<file path="config.mk">
export PLATFORM = sky130hd
export DESIGN_NAME = dpram_stream_reader
export DESIGN_NICKNAME = d
export VERILOG_FILES = /design/src/rtl/dpram_reader_pkg.sv /design/src/rtl/dpram_reader_fifo.sv /design/src/rtl/dpram_stream_reader.sv
export SDC_FILE = /design/constraint.sdc
export NUM_CORES = 1
export LEC_CHECK = 0
export ABC_AREA = 1
export BUFFER_PORTS_ARGS = -buffer_cell sky130_fd_sc_hd__buf_2
export CORE_ASPECT_RATIO = 1.5
export CORE_UTILIZATION = 30
export CTS_BUF_LIST = sky130_fd_sc_hd__clkbuf_4 sky130_fd_sc_hd__clkbuf_8
export CTS_CLUSTER_DIAMETER = 100
export DETAILED_ROUTE_END_ITERATION = 10
export PLACE_DENSITY = 0.43
export REMOVE_ABC_BUFFERS = 1
export SYNTH_ARGS = -nofsm -noshare
export SYNTH_HDL_FRONTEND = slang
export SYNTH_SLANG_ARGS = --single-unit
</file>
<file path="constraint.sdc">
create_clock -name clk_sys -period 4.4 [get_ports clk_sys]
set_input_delay 0 -clock clk_sys [delete_from_list [all_inputs] [get_ports clk_sys]]
set_output_delay 0 -clock clk_sys [all_outputs]
set_load 0.02 [all_outputs]
</file>
<file path="src/rtl/dpram_reader_pkg.sv">
// Shared types and helpers for the dual-port RAM stream reader.
// The optional end-of-transfer marker is enabled with DPRAM_READER_LAST_EN.
package dpram_reader_pkg;

    typedef enum logic [1:0] {
        IDLE  = 2'd0,
        FETCH = 2'd1,
        DRAIN = 2'd2
    } state_t;

    // ceil(log2(depth)); depth is a power of two here, so this is exact
    function automatic int fifo_log2(input int depth);
        int r;
        r = 0;
        while ((1 << r) < depth) r++;
        return r;
    endfunction

endpackage

</file>
<file path="src/rtl/dpram_reader_fifo.sv">
// Small synchronous FIFO with flush and occupancy count for the stream reader.
// Read data is presented combinationally from the head entry (show-ahead).
module dpram_reader_fifo
    import dpram_reader_pkg::*;
#(
    parameter  int W     = 72,
    parameter  int DEPTH = 4,
    localparam int AW    = fifo_log2(DEPTH)
) (
    input  logic         clk_sys,
    input  logic         reset_n,
    input  logic         flush,
    input  logic         wr_en,
    input  logic [W-1:0] wr_data,
    input  logic         rd_en,
    output logic [W-1:0] rd_data,
    output logic [AW:0]  count,
    output logic         empty
);
    localparam int CW = AW + 1;

    logic [W-1:0]  mem [DEPTH];
    logic [AW-1:0] wr_ptr;
    logic [AW-1:0] rd_ptr;
    logic          do_rd;

    assign empty   = (count == '0);
    assign do_rd   = rd_en && !empty;
    assign rd_data = mem[rd_ptr];

    // Storage is cleared on reset so the stream data output reads zero.
    always_ff @(posedge clk_sys or negedge reset_n) begin
        if (!reset_n) begin
            wr_ptr <= '0;
            rd_ptr <= '0;
            count  <= '0;
            for (int i = 0; i < DEPTH; i++) mem[i] <= '0;
        end else if (flush) begin
            wr_ptr <= '0;
            rd_ptr <= '0;
            count  <= '0;
        end else begin
            if (wr_en) begin
                mem[wr_ptr] <= wr_data;
                wr_ptr      <= wr_ptr + AW'(1);
            end
            if (do_rd) rd_ptr <= rd_ptr + AW'(1);
            count <= count + CW'(wr_en) - CW'(do_rd);
        end
    end

endmodule

</file>
<file path="src/rtl/dpram_stream_reader.sv">
// Streaming read engine: fetches `length` words from a RAM port into a valid/ready stream.
// Define DPRAM_READER_LAST_EN to add the m_last end-of-transfer marker.
module dpram_stream_reader
    import dpram_reader_pkg::*;
#(
    parameter int DATA       = 72,
    parameter int ADDR       = 10,
    parameter int FIFO_DEPTH = 4
) (
    input  logic            clk_sys,
    input  logic            reset_n,
    input  logic            start,
    input  logic [ADDR-1:0] start_addr,
    input  logic [ADDR:0]   length,
    input  logic            abort,
    output logic            busy,
    output logic            done,
    output logic [ADDR-1:0] ram_addr,
    output logic            ram_wr,
    input  logic [DATA-1:0] ram_dout,
    output logic            m_valid,
    input  logic            m_ready,
    output logic [DATA-1:0] m_data
`ifdef DPRAM_READER_LAST_EN
   ,output logic            m_last
`endif
);
    localparam int CW = fifo_log2(FIFO_DEPTH) + 1;
    localparam int SW = CW + 1;
    localparam int LW = ADDR + 1;
`ifdef DPRAM_READER_LAST_EN
    localparam int FW = DATA + 1;
`else
    localparam int FW = DATA;
`endif

    state_t        state;
    logic [LW-1:0] remaining;
    logic          inflight;
    logic [CW-1:0] fifo_count;
    logic          fifo_empty;
    logic [FW-1:0] fifo_wdata;
    logic [FW-1:0] fifo_rdata;
    logic          issue;
    logic          pop;
    logic          drain_done;

    assign ram_wr  = 1'b0;
    assign m_valid = !fifo_empty;
    assign pop     = m_valid && m_ready;
    assign m_data  = fifo_rdata[DATA-1:0];

    // Credit: words buffered plus the one possibly in flight must fit.
    assign issue = (state == FETCH) &&
                   ((SW'(fifo_count) + SW'(inflight)) < SW'(FIFO_DEPTH));

    // Finish on the edge that pops the last word so done lands the cycle after.
    assign drain_done = (state == DRAIN) && !inflight &&
                        (fifo_empty || (fifo_count == CW'(1) && pop));

`ifdef DPRAM_READER_LAST_EN
    logic inflight_last;
    assign fifo_wdata = {inflight_last, ram_dout};
    assign m_last     = m_valid && fifo_rdata[DATA];
`else
    assign fifo_wdata = ram_dout;
`endif

    always_ff @(posedge clk_sys or negedge reset_n) begin
        if (!reset_n) begin
            state     <= IDLE;
            remaining <= '0;
            inflight  <= 1'b0;
            ram_addr  <= '0;
            busy      <= 1'b0;
            done      <= 1'b0;
`ifdef DPRAM_READER_LAST_EN
            inflight_last <= 1'b0;
`endif
        end else begin
            done     <= 1'b0;
            inflight <= issue && !abort;
            if (abort) begin
                state <= IDLE;
                busy  <= 1'b0;
            end else begin
                case (state)
                    IDLE: if (start) begin
                        if (length != '0) begin
                            ram_addr  <= start_addr;
                            remaining <= length;
                            state     <= FETCH;
                            busy      <= 1'b1;
                        end else begin
                            done <= 1'b1;
                        end
                    end
                    FETCH: if (issue) begin
                        ram_addr  <= ram_addr + ADDR'(1);
                        remaining <= remaining - LW'(1);
`ifdef DPRAM_READER_LAST_EN
                        inflight_last <= (remaining == LW'(1));
`endif
                        if (remaining == LW'(1)) state <= DRAIN;
                    end
                    DRAIN: if (drain_done) begin
                        state <= IDLE;
                        busy  <= 1'b0;
                        done  <= 1'b1;
                    end
                    default: state <= IDLE;
                endcase
            end
        end
    end

    dpram_reader_fifo #(
        .W     (FW),
        .DEPTH (FIFO_DEPTH)
    ) u_fifo (
        .clk_sys (clk_sys),
        .reset_n (reset_n),
        .flush   (abort),
        .wr_en   (inflight),
        .wr_data (fifo_wdata),
        .rd_en   (pop),
        .rd_data (fifo_rdata),
        .count   (fifo_count),
        .empty   (fifo_empty)
    );

endmodule

</file>
=== After elaboration in Yosys (flattened, before gate mapping) ===
Index checks and enable logic that the tools add are counted.

* Add/sub/neg operators: 7
* $lt $le $gt $ge: 4
* Equality and inequality tests: 12
* Muxes and demuxes: 36
* Bitwise logic cells: 3
* Reductions and logical operators: 23

{| class="wikitable"
|+ Operator list
! cell !! count
|-
| 288-bit bitwise mux || 1
|-
| 72-bit two-way mux || 3
|-
| 72-bit binary-select mux with 2-bit select || 1
|-
| 72-bit demux with 2-bit select || 1
|-
| 11-bit two-way mux || 3
|-
| 10-bit two-way mux || 3
|-
| 11-bit one-hot mux with 2 select lines || 1
|-
| 2-bit two-way mux || 10
|-
| 10-bit one-hot mux with 2 select lines || 1
|-
| 3-bit inequality test, second input constant || 4
|-
| 11-bit by 1-bit equality test with 1-bit output, second input constant || 1
|-
| 11-bit nonzero test || 1
|-
| 11-bit by 1-bit subtractor with 11-bit output, second input constant || 1
|-
| 10-bit by 1-bit adder with 10-bit output, second input constant || 1
|-
| 5-bit AND reduction || 2
|-
| 1-bit logical AND || 8
|-
| 1-bit two-way mux || 8
|-
| 3-bit >= comparator, second input constant || 2
|-
| 2-bit inequality test, second input constant || 3
|-
| 2-bit NOT with 3-bit output || 2
|-
| 2-bit one-hot mux with 3 select lines || 1
|-
| 2-bit nonzero test || 3
|-
| 2-bit by 1-bit adder with 2-bit output, second input constant || 2
|-
| 3-bit by 1-bit adder with 4-bit output || 1
|-
| 18 further kinds || 21
|}

* Register bits: 321
* Bits of input ports: 98
* Output and inout bits: 86
* Word-level logic and storage cells: 98

=== Depth between registers and ports, before layout ===
Gate-level depths: netlist of the first run.

* Depth after elaboration: 9
* Depth in mapped cells: 11
* Mapped depth without buffers: 10

=== Hierarchy ===
Synthesis of the first run repeated with hierarchy kept, for this count alone.

* Cells, all modules: 1,742
* Area, all modules: 14,732.9 um2

{| class="wikitable"
|+ By module, submodules not included
! module !! times used !! cells each !! area each (um2) !! sequential area each (um2)
|-
| dpram_reader_fifo || 1 || 1,460 || 12,876.1 || 7,382.1
|-
| dpram_stream_reader || 1 || 282 || 1,856.8 || 650.6
|}

=== Worst setup path before layout of the first run ===
OpenSTA, ideal clock, no wires.

* Kind: reg2reg
* Start point: register u_fifo.count[1]
* End point: register u_fifo.count[2]
* Library setup time: 0.123 ns
* Arrival: 1.750 ns
* Data required time: 4.277 ns
* Path slack: 2.527 ns
* Cell stages (with the launch flop): 10
* Buffers on the path: 0
* Clock period less this slack: 1.873 ns
* Cells stage by stage: dfrtp_1 > inv_1 > a31oi_1 > ha_1 > inv_1 > ha_1 > inv_1 > fa_1 > o21ai_0 > a21oi_1

* Cells in the longest elaborated chain, start to end: 6
* Elaborated cells between the ends (all ways): 7
* Classes of those cells: add/sub: 2; mux: 1; reduce/logical: 4

{| class="wikitable"
|+ RTL lines
! element !! RTL line !! text
|-
| start, declared || dpram_reader_fifo.sv:17 || <nowiki>output logic [AW:0] count,</nowiki>
|-
| start signal, assigned || dpram_reader_fifo.sv:48 || <nowiki>count <= count + CW'(wr_en) - CW'(do_rd);</nowiki>
|-
| branches (longest 4 deep; another with 3-bit by 1-bit adder with 3-bit output) || - ||
|-
| 3-bit by 1-bit subtractor with 3-bit output (*) || dpram_reader_fifo.sv:48 ||
|-
| 3-bit two-way mux (*) || dpram_reader_fifo.sv:38 || <nowiki>end else if (flush) begin</nowiki>
|}

Mark *: on every way between the ends.
A chain may end at the register's enable or synchronous reset.

=== Worst setup path in the final report of the first run ===
* Start point: register u_fifo.rd_ptr[0]
* End point: output m_data[58]

* Cells in the longest elaborated chain, start to end: 4

{| class="wikitable"
|+ RTL lines
! element !! RTL line !! text
|-
| start, declared || dpram_reader_fifo.sv:24 || <nowiki>logic [AW-1:0] rd_ptr;</nowiki>
|-
| start signal, assigned || dpram_reader_fifo.sv:47 || <nowiki>if (do_rd) rd_ptr <= rd_ptr + AW'(1);</nowiki>
|-
| 2-bit NOT with 3-bit output (not written as such) || dpram_reader_fifo.sv:29 || <nowiki>assign rd_data = mem[rd_ptr];</nowiki>
|-
| 72-bit binary-select mux with 2-bit select || dpram_reader_fifo.sv:29 ||
|-
| 72-bit two-way mux (not written as such) (2 in series) || dpram_reader_fifo.sv:29 ||
|-
| end, declared || dpram_stream_reader.sv:23 || <nowiki>output logic [DATA-1:0] m_data</nowiki>
|}

No other way between the ends. The select of a mux whose other input is x is not followed.

==> impl_metrics.ini, run 1 <==
[setup_path]
critical-path-slowest-cell = dfrtp_4
maximum_fanout_along_the_worst_path = 84
critical_path_arrival_ps = 3310
worst_setup_path_end_kind = output pin
timing_worst_setup_path_type = register to output pin
critPathRequiredTime_ps = 4400
start_kind = register
timing.critical_path.cells = inv_4 -> buf_4 -> o21ai_0 -> o22ai_1 -> buf_2
cp_slowest_stage_delay_ps = 810

[power_and_ir_drop]
total_power_uw = 11200
static-leakage-power_uw = 0.00886
ir_worst_vdd_uv = 263
cellPowerDensity_mw_per_mm2 = 627

[place]
dpl.hpwl_mm = 25.6
post_dp_cell_area_sq_mm = 0.0158
gp_congestion = 0.761
placedCellCount = 2417
buffer_ports.inserted = 182

[drt]
drtPass1Iterations = 5
drt_iter0_drc = 639
routed_wirelength_mm = 42.8
via_count = 12487
drt-wirelength-per-cell_microns = 16.4
route.detailed.vias_per_inst = 4.78
drc = 0
route.antenna.remaining_nets = 0

[logic_synthesis]
post_synth_num_cell_types = 33
yosysSeqAreaShare_pct = 55.3
synth.avg_cell_area_sq_um = 8.36
synthesis.instances = 1737
netlist_area_sq_mm = 0.0145
synth_edf_count = 0
number_of_synthesized_register_bits = 321
ys_async_sr_fraction_pct = 100
yosysWarnings = 0
ys.flop_type = dfrtp_1

[cts]
cts_made_buffers = 57
clkTransAtPathRegs_ps = 60
ctsResizeCount = 0
cts_buffer_depth = 3
cts-htree-levels = 2
clk-insertion-delay-late_ps = 640
cts.root.buffer_cell = clkbuf_8
cts_tree = built
cts.sinks = 321

[finish]
finish.cell_count_without_fillers = 2613
post_route_cells_drive_above_1_share_pct = 15.3
fill_cells = 5029
finalNetCount = 2086
area.growth.synth_to_final_pct = 23.3
fin_area_sq_mm = 0.0179

[global_routing]
grt_start_max_net_pins = 115
grt_overflow_total = 0
grt_util_all_layers_pct = 17.8
grt_pass1_wl_mm = 69.7
grt_antenna_before_repair = 4
number_of_global_route_vias_before_repair = 12861

[timing]
totalNegativeSetupSlack_ps = 0
min_period_ps = 3310
maxSlewViolCount = 0
final.hold.worst_slack_ps = 87.3
grt_setup_unrepaired = no
worst_pin_slew_ps = 1050
timing.final.hold_violations = 0
worst_clock_skew_ps = 24.8
fmaxAchievable_mhz = 302
setup_violations = 0
finalCritPeriodShare_pct = 75.1
timing.max_slew.rel_slack_pct = 29.7

[die]
die_y_microns = 272
pin_count = 184
initial_util_pct = 30.5
die_w_microns = 182
floorplan.rows = 98
core-area_sq_mm = 0.0477
die_area_sq_mm = 0.0493

[status]
status = finished clean

[flow_run]
drv_cap = 0

[worst_hold_path]
hold_path.class = input port to asynchronous set/reset pin
==> where the power goes <==
part	leakage [uW]	internal, uW	switching [uW]
Clock	0.000596	1580	1230
Combinational	0.00398	1400	2590
Sequential	0.00428	3830	605
Total	0.00886	6810	4430
==> layout by cell type (no fill, tap or decap), types with 3 or more instances in the layout <==
cell	synthesis	layout
a21oi_1	5	5
buf_2	36	181
buf_4	3	12
clkbuf_4	0	24
clkbuf_8	0	65
dfrtp_1	321	319
diode_2	0	3
dlygate4sd3_1	0	101
ha_1	10	10
inv_1	109	108
inv_2	3	3
mux2i_1	3	3
nand2_1	408	408
nand2_2	3	3
nand2_4	5	5
nand3_1	25	25
nand4_1	9	9
nor2_1	174	174
nor3_1	4	4
o21ai_0	360	360
o21ai_1	92	92
o21bai_1	3	3
o22ai_1	73	73
==> critical path: cells and delay by family, from the launching register on <==
kind / cells / cell delay [ps]
buf+inv: 3 / 1420
flops: 1 / 810
compound gates: 2 / 430
==> worst paths after layout <==
| path | from | to | slack [ps] | cells past startpoint |
|---|---|---|---|---|
| min | reset_n | ram_addr[3] | 90 | 2 |
| min in group clk_sys | ram_dout[62] | u_fifo.mem[62] | 210 | 4 |
| min reg2reg | u_fifo.mem[91] | u_fifo.mem[91] | 480 | 2 |
| max reg2reg | state[1] | ram_addr[2] | 1990 | 8 |
| max | u_fifo.rd_ptr[0] | m_data[58] | 1090 | 5 |
| max in group asynchronous | reset_n | u_fifo.mem[258] | 3140 | 3 |
==> metal layers <==
metal | up-vias | GRT usage (%) | share of wire (%)
li1 | 6205 | - | -
met3 | 72 | 3.86 | 5.0
met1 | 5934 | 20.4 | 41
met2 | 274 | 32.5 | 51
met4 | 2 | 5.89 | 2.3
met5 | - | 0 | 0.019
==> kinds of logic after synthesis <==
group / Yosys count / share of synthesized area [%]
and+or+nand+nor: 634 / 17.4
AOI/OAI and AO/OA: 536 / 19.2
DFF: 321 / 55.3
buffers and inverters: 229 / 6.79
adders and majority gates: 11 / 0.999
muxes: 3 / 0.207
xor gates and xnor gates: 2 / 0.121
other: 1 / 0.0258
==> Yosys cell counts (9+ instances only) <==
| cell | number | share of area, % |
|---|---|---|
| nand2_1 | 408 | 11 |
| o21ai_0 | 360 | 12 |
| dfrtp_1 | 321 | 55 |
| nor2_1 | 174 | 4.5 |
| inv_1 | 109 | 2.8 |
| o21ai_1 | 92 | 3.2 |
| o22ai_1 | 73 | 3.1 |
| clkbuf_1 | 68 | 1.8 |
| buf_2 | 36 | 1.2 |
| nand3_1 | 25 | 0.86 |
| ha_1 | 10 | 0.86 |
| buf_6 | 9 | 0.70 |
| nand4_1 | 9 | 0.39 |
==> stage by stage <==
stage | worst slack, ps | util, %
after floorplan | 186 | -
after global placement | 1680 | 33.1
after detailed placement | 1670 | 33.1
after CTS | 950 | 37.5
after global routing | 812 | 37.6
final | 1090 | 37.6
==> registers in the layout, summed over array words and instances (netlist names) <==
signal / cells
u_fifo.rd_ptr: 2
ram_addr: 10
u_fifo.wr_ptr: 2
inflight: 1
u_fifo.count: 3
remaining: 11
state: 2
done: 1
u_fifo.mem: 288
busy: 1
==> layout make-up <==
class	count	area (sq um)	share of cell area, %
Timing Repair Buffer	297	2060	11.5
Multi-Input combinational cell	1187	5510	30.8
Tap cell	600	751	4.19
Clock inverter	3	42.5	0.237
Sequential cell	321	8040	44.9
Clock buffer	89	1070	6.00
Inverter	113	429	2.40
Antenna cell	3	7.51	0.0419
==> what timing repair did <==
action                    in CTS  in global routing
setup buffers                  0                  0
hold endpoints to repair     428                  0
hold buffers                 101                  0
Note: power is estimated with default switching activity, not from simulation.
==> inputs of run 2 (changes only) <==
Clock period 4.4 ns to 3.31 ns, I/O delays scaled along.
==> run 2 against run 1 <==
  * Routed wire length shrank 0.45%
  * Core utilization grew 0.66 points
  * Largest cell class unchanged
  * Clock skew shrank 10 ps
  * Worst setup slack lost 230 ps
  * Critical path depth is the same
  * Non-clock buffer count grew 14
  * Worst hold slack lost 38 ps
  * Via count grew 0.78%
==> impl_metrics.ini, run 2 (synthesis gave the netlist of run 1 again) <==
[status]
status = finished clean

[drt]
routed_wirelength_mm = 42.6
route.antenna.remaining_nets = 0
via_count = 12584
drt-wirelength-per-cell_microns = 16.2
route.detailed.vias_per_inst = 4.78
drt_iter0_drc = 707
drc = 0
drtPass1Iterations = 5

[die]
core-area_sq_mm = 0.0477
die_area_sq_mm = 0.0493
die_w_microns = 182
pin_count = 184
die_y_microns = 272
floorplan.rows = 98
initial_util_pct = 30.5

[timing]
postLayoutSetupSlackWorst_ps = 860
final.hold.worst_slack_ps = 49.1
maxSlewViolCount = 0
worst_pin_slew_ps = 869
min_period_ps = 2450
setup_violations = 0
fmaxAchievable_mhz = 408
timing.max_slew.rel_slack_pct = 42.1
worst_clock_skew_ps = 14.5
finalCritPeriodShare_pct = 74.0
timing.final.hold_violations = 0
grt_setup_unrepaired = no

[finish]
finish.utilization_pct = 38.2
multiInputGateArea_sq_mm = 0.00551
largest-register = u_fifo.mem
fill_cells = 4984
area.sequential_sq_mm = 0.00804
largest_register_ff_count = 288
area.growth.synth_to_final_pct = 25.5
layout.cells.most_common_list = nand2_1, o21ai_0, dfrtp_1
most_common_cell_after_layout_fill_and_taps_aside = nand2_1
finish.cell_count_without_fillers = 2635
post_route_cells_drive_above_1_share_pct = 16.2
top_regs = u_fifo.mem (288), remaining (11), ram_addr (10)
finalNetCount = 2099
fin_area_sq_mm = 0.0182

[setup_path]
critical_path_arrival_ps = 2450
cp_slowest_stage_delay_ps = 500
worst_reg2reg_endpoint = ram_addr[2]
timing_worst_setup_path_type = register to output pin
worst_setup_path_end_kind = output pin
timing.critical_path.cells = inv_4 -> buf_12 -> o21ai_0 -> o22ai_1 -> buf_2
critical-path-slowest-cell = dfrtp_4
maximum_fanout_along_the_worst_path = 54
critPathRequiredTime_ps = 3310
rr_startpoint = state[1]
rrSetupSlack_ps = 1010
timing.reg2reg.worst_path_depth = 8
timing.critical_path.buf_inv = 3
timing.critical_path.max_delay_family = buffers and inverters
timing.critical_path.from = u_fifo.rd_ptr[0]
start_kind = register

[flow_run]
drv_cap = 0

[global_routing]
grt_util_all_layers_pct = 17.7
number_of_global_route_vias_before_repair = 12980
grt_overflow_total = 0
grt_start_max_net_pins = 147
grt_pass1_wl_mm = 69.8
grt_antenna_before_repair = 1

[place]
post_dp_cell_area_sq_mm = 0.0159
dpl.hpwl_mm = 25.9
buffer_ports.inserted = 182
gp_congestion = 0.745
placedCellCount = 2429
placement.setup.worst_slack_ps = 1280

[cts]
cts_tree = built
clk-insertion-delay-late_ps = 590
cts_buffer_depth = 3
cts.sinks = 321
clkTransAtPathRegs_ps = 60
cts.root.buffer_cell = clkbuf_8
cts-htree-levels = 2
cts_made_buffers = 56

[worst_hold_path]
hold_path.class = input port to asynchronous set/reset pin

[power_and_ir_drop]
ir_worst_vdd_uv = 400
cellPowerDensity_mw_per_mm2 = 839
static-leakage-power_uw = 0.00903
-- run 2: changes by cell type in the layout (fill, tap and decap cells not counted), sizes merged --
cell         delta
bufinv          +1
buf            +12
clkinv          +6
diode           -2
clkbuf          +3
dlygate4sd3     +2
-- run 2: what timing repair did --
item / 4_1_cts / 5_1_grt
setup endpoints to repair: 0 / 0
hold endpoints to repair: 416 / 0
setup buffers: 0 / 0
hold buffers: 103 / 0
resized for setup: 0 / 0
-- run 2: power by group --
| group | total (uW) | leakage [uW] | switching, uW | internal, uW |
|---|---|---|---|---|
| Combinational | 5470 | 0.00408 | 3550 | 1920 |
| Clock | 4020 | 0.000673 | 1660 | 2360 |
| Sequential | 5800 | 0.00428 | 709 | 5090 |
-- run 2: metrics by stage --
| stage | TNS [ps] | power [uW] |
|---|---|---|
| global placement | 0 | 11200 |
| finish | 0 | 15300 |
| floorplan | -65080 | 9240 |
| global route | 0 | 16500 |
| CTS | 0 | 15600 |
| detailed placement | 0 | 11300 |
-- run 2: metal layers --
| metal | routed length [microns] | track usage (%) |
|---|---|---|
| met2 | 21600 | 31.9 |
| met5 | 0 | 0 |
| met4 | 813 | 4.91 |
| met1 | 18400 | 21.4 |
| met3 | 1810 | 3.18 |
-- run 2: how the worst max path moves through the flow --
stage | endpoint | slack, ps | cells after the start
6_report | m_data[37] | 860 | 5
5_1_grt | m_data[61] | 620 | 5
4_1_cts | m_data[37] | 750 | 5
3_5_place_dp | u_fifo.mem[4] | 1280 | 4
3_3_place_gp | u_fifo.count[2] | 1300 | 9
2_1_floorplan | m_data[0] | -900 | 3
-- run 2: final cells by class --
cell class | instances | share of cell area (%)
antenna | 1 | 0.0137
clock buffer | 92 | 6.36
clock inverter | 10 | 0.563
inverter | 113 | 2.35
multi-input combinational | 1187 | 30.2
sequential | 321 | 44.1
tap | 600 | 4.12
timing repair buffer | 311 | 12.3
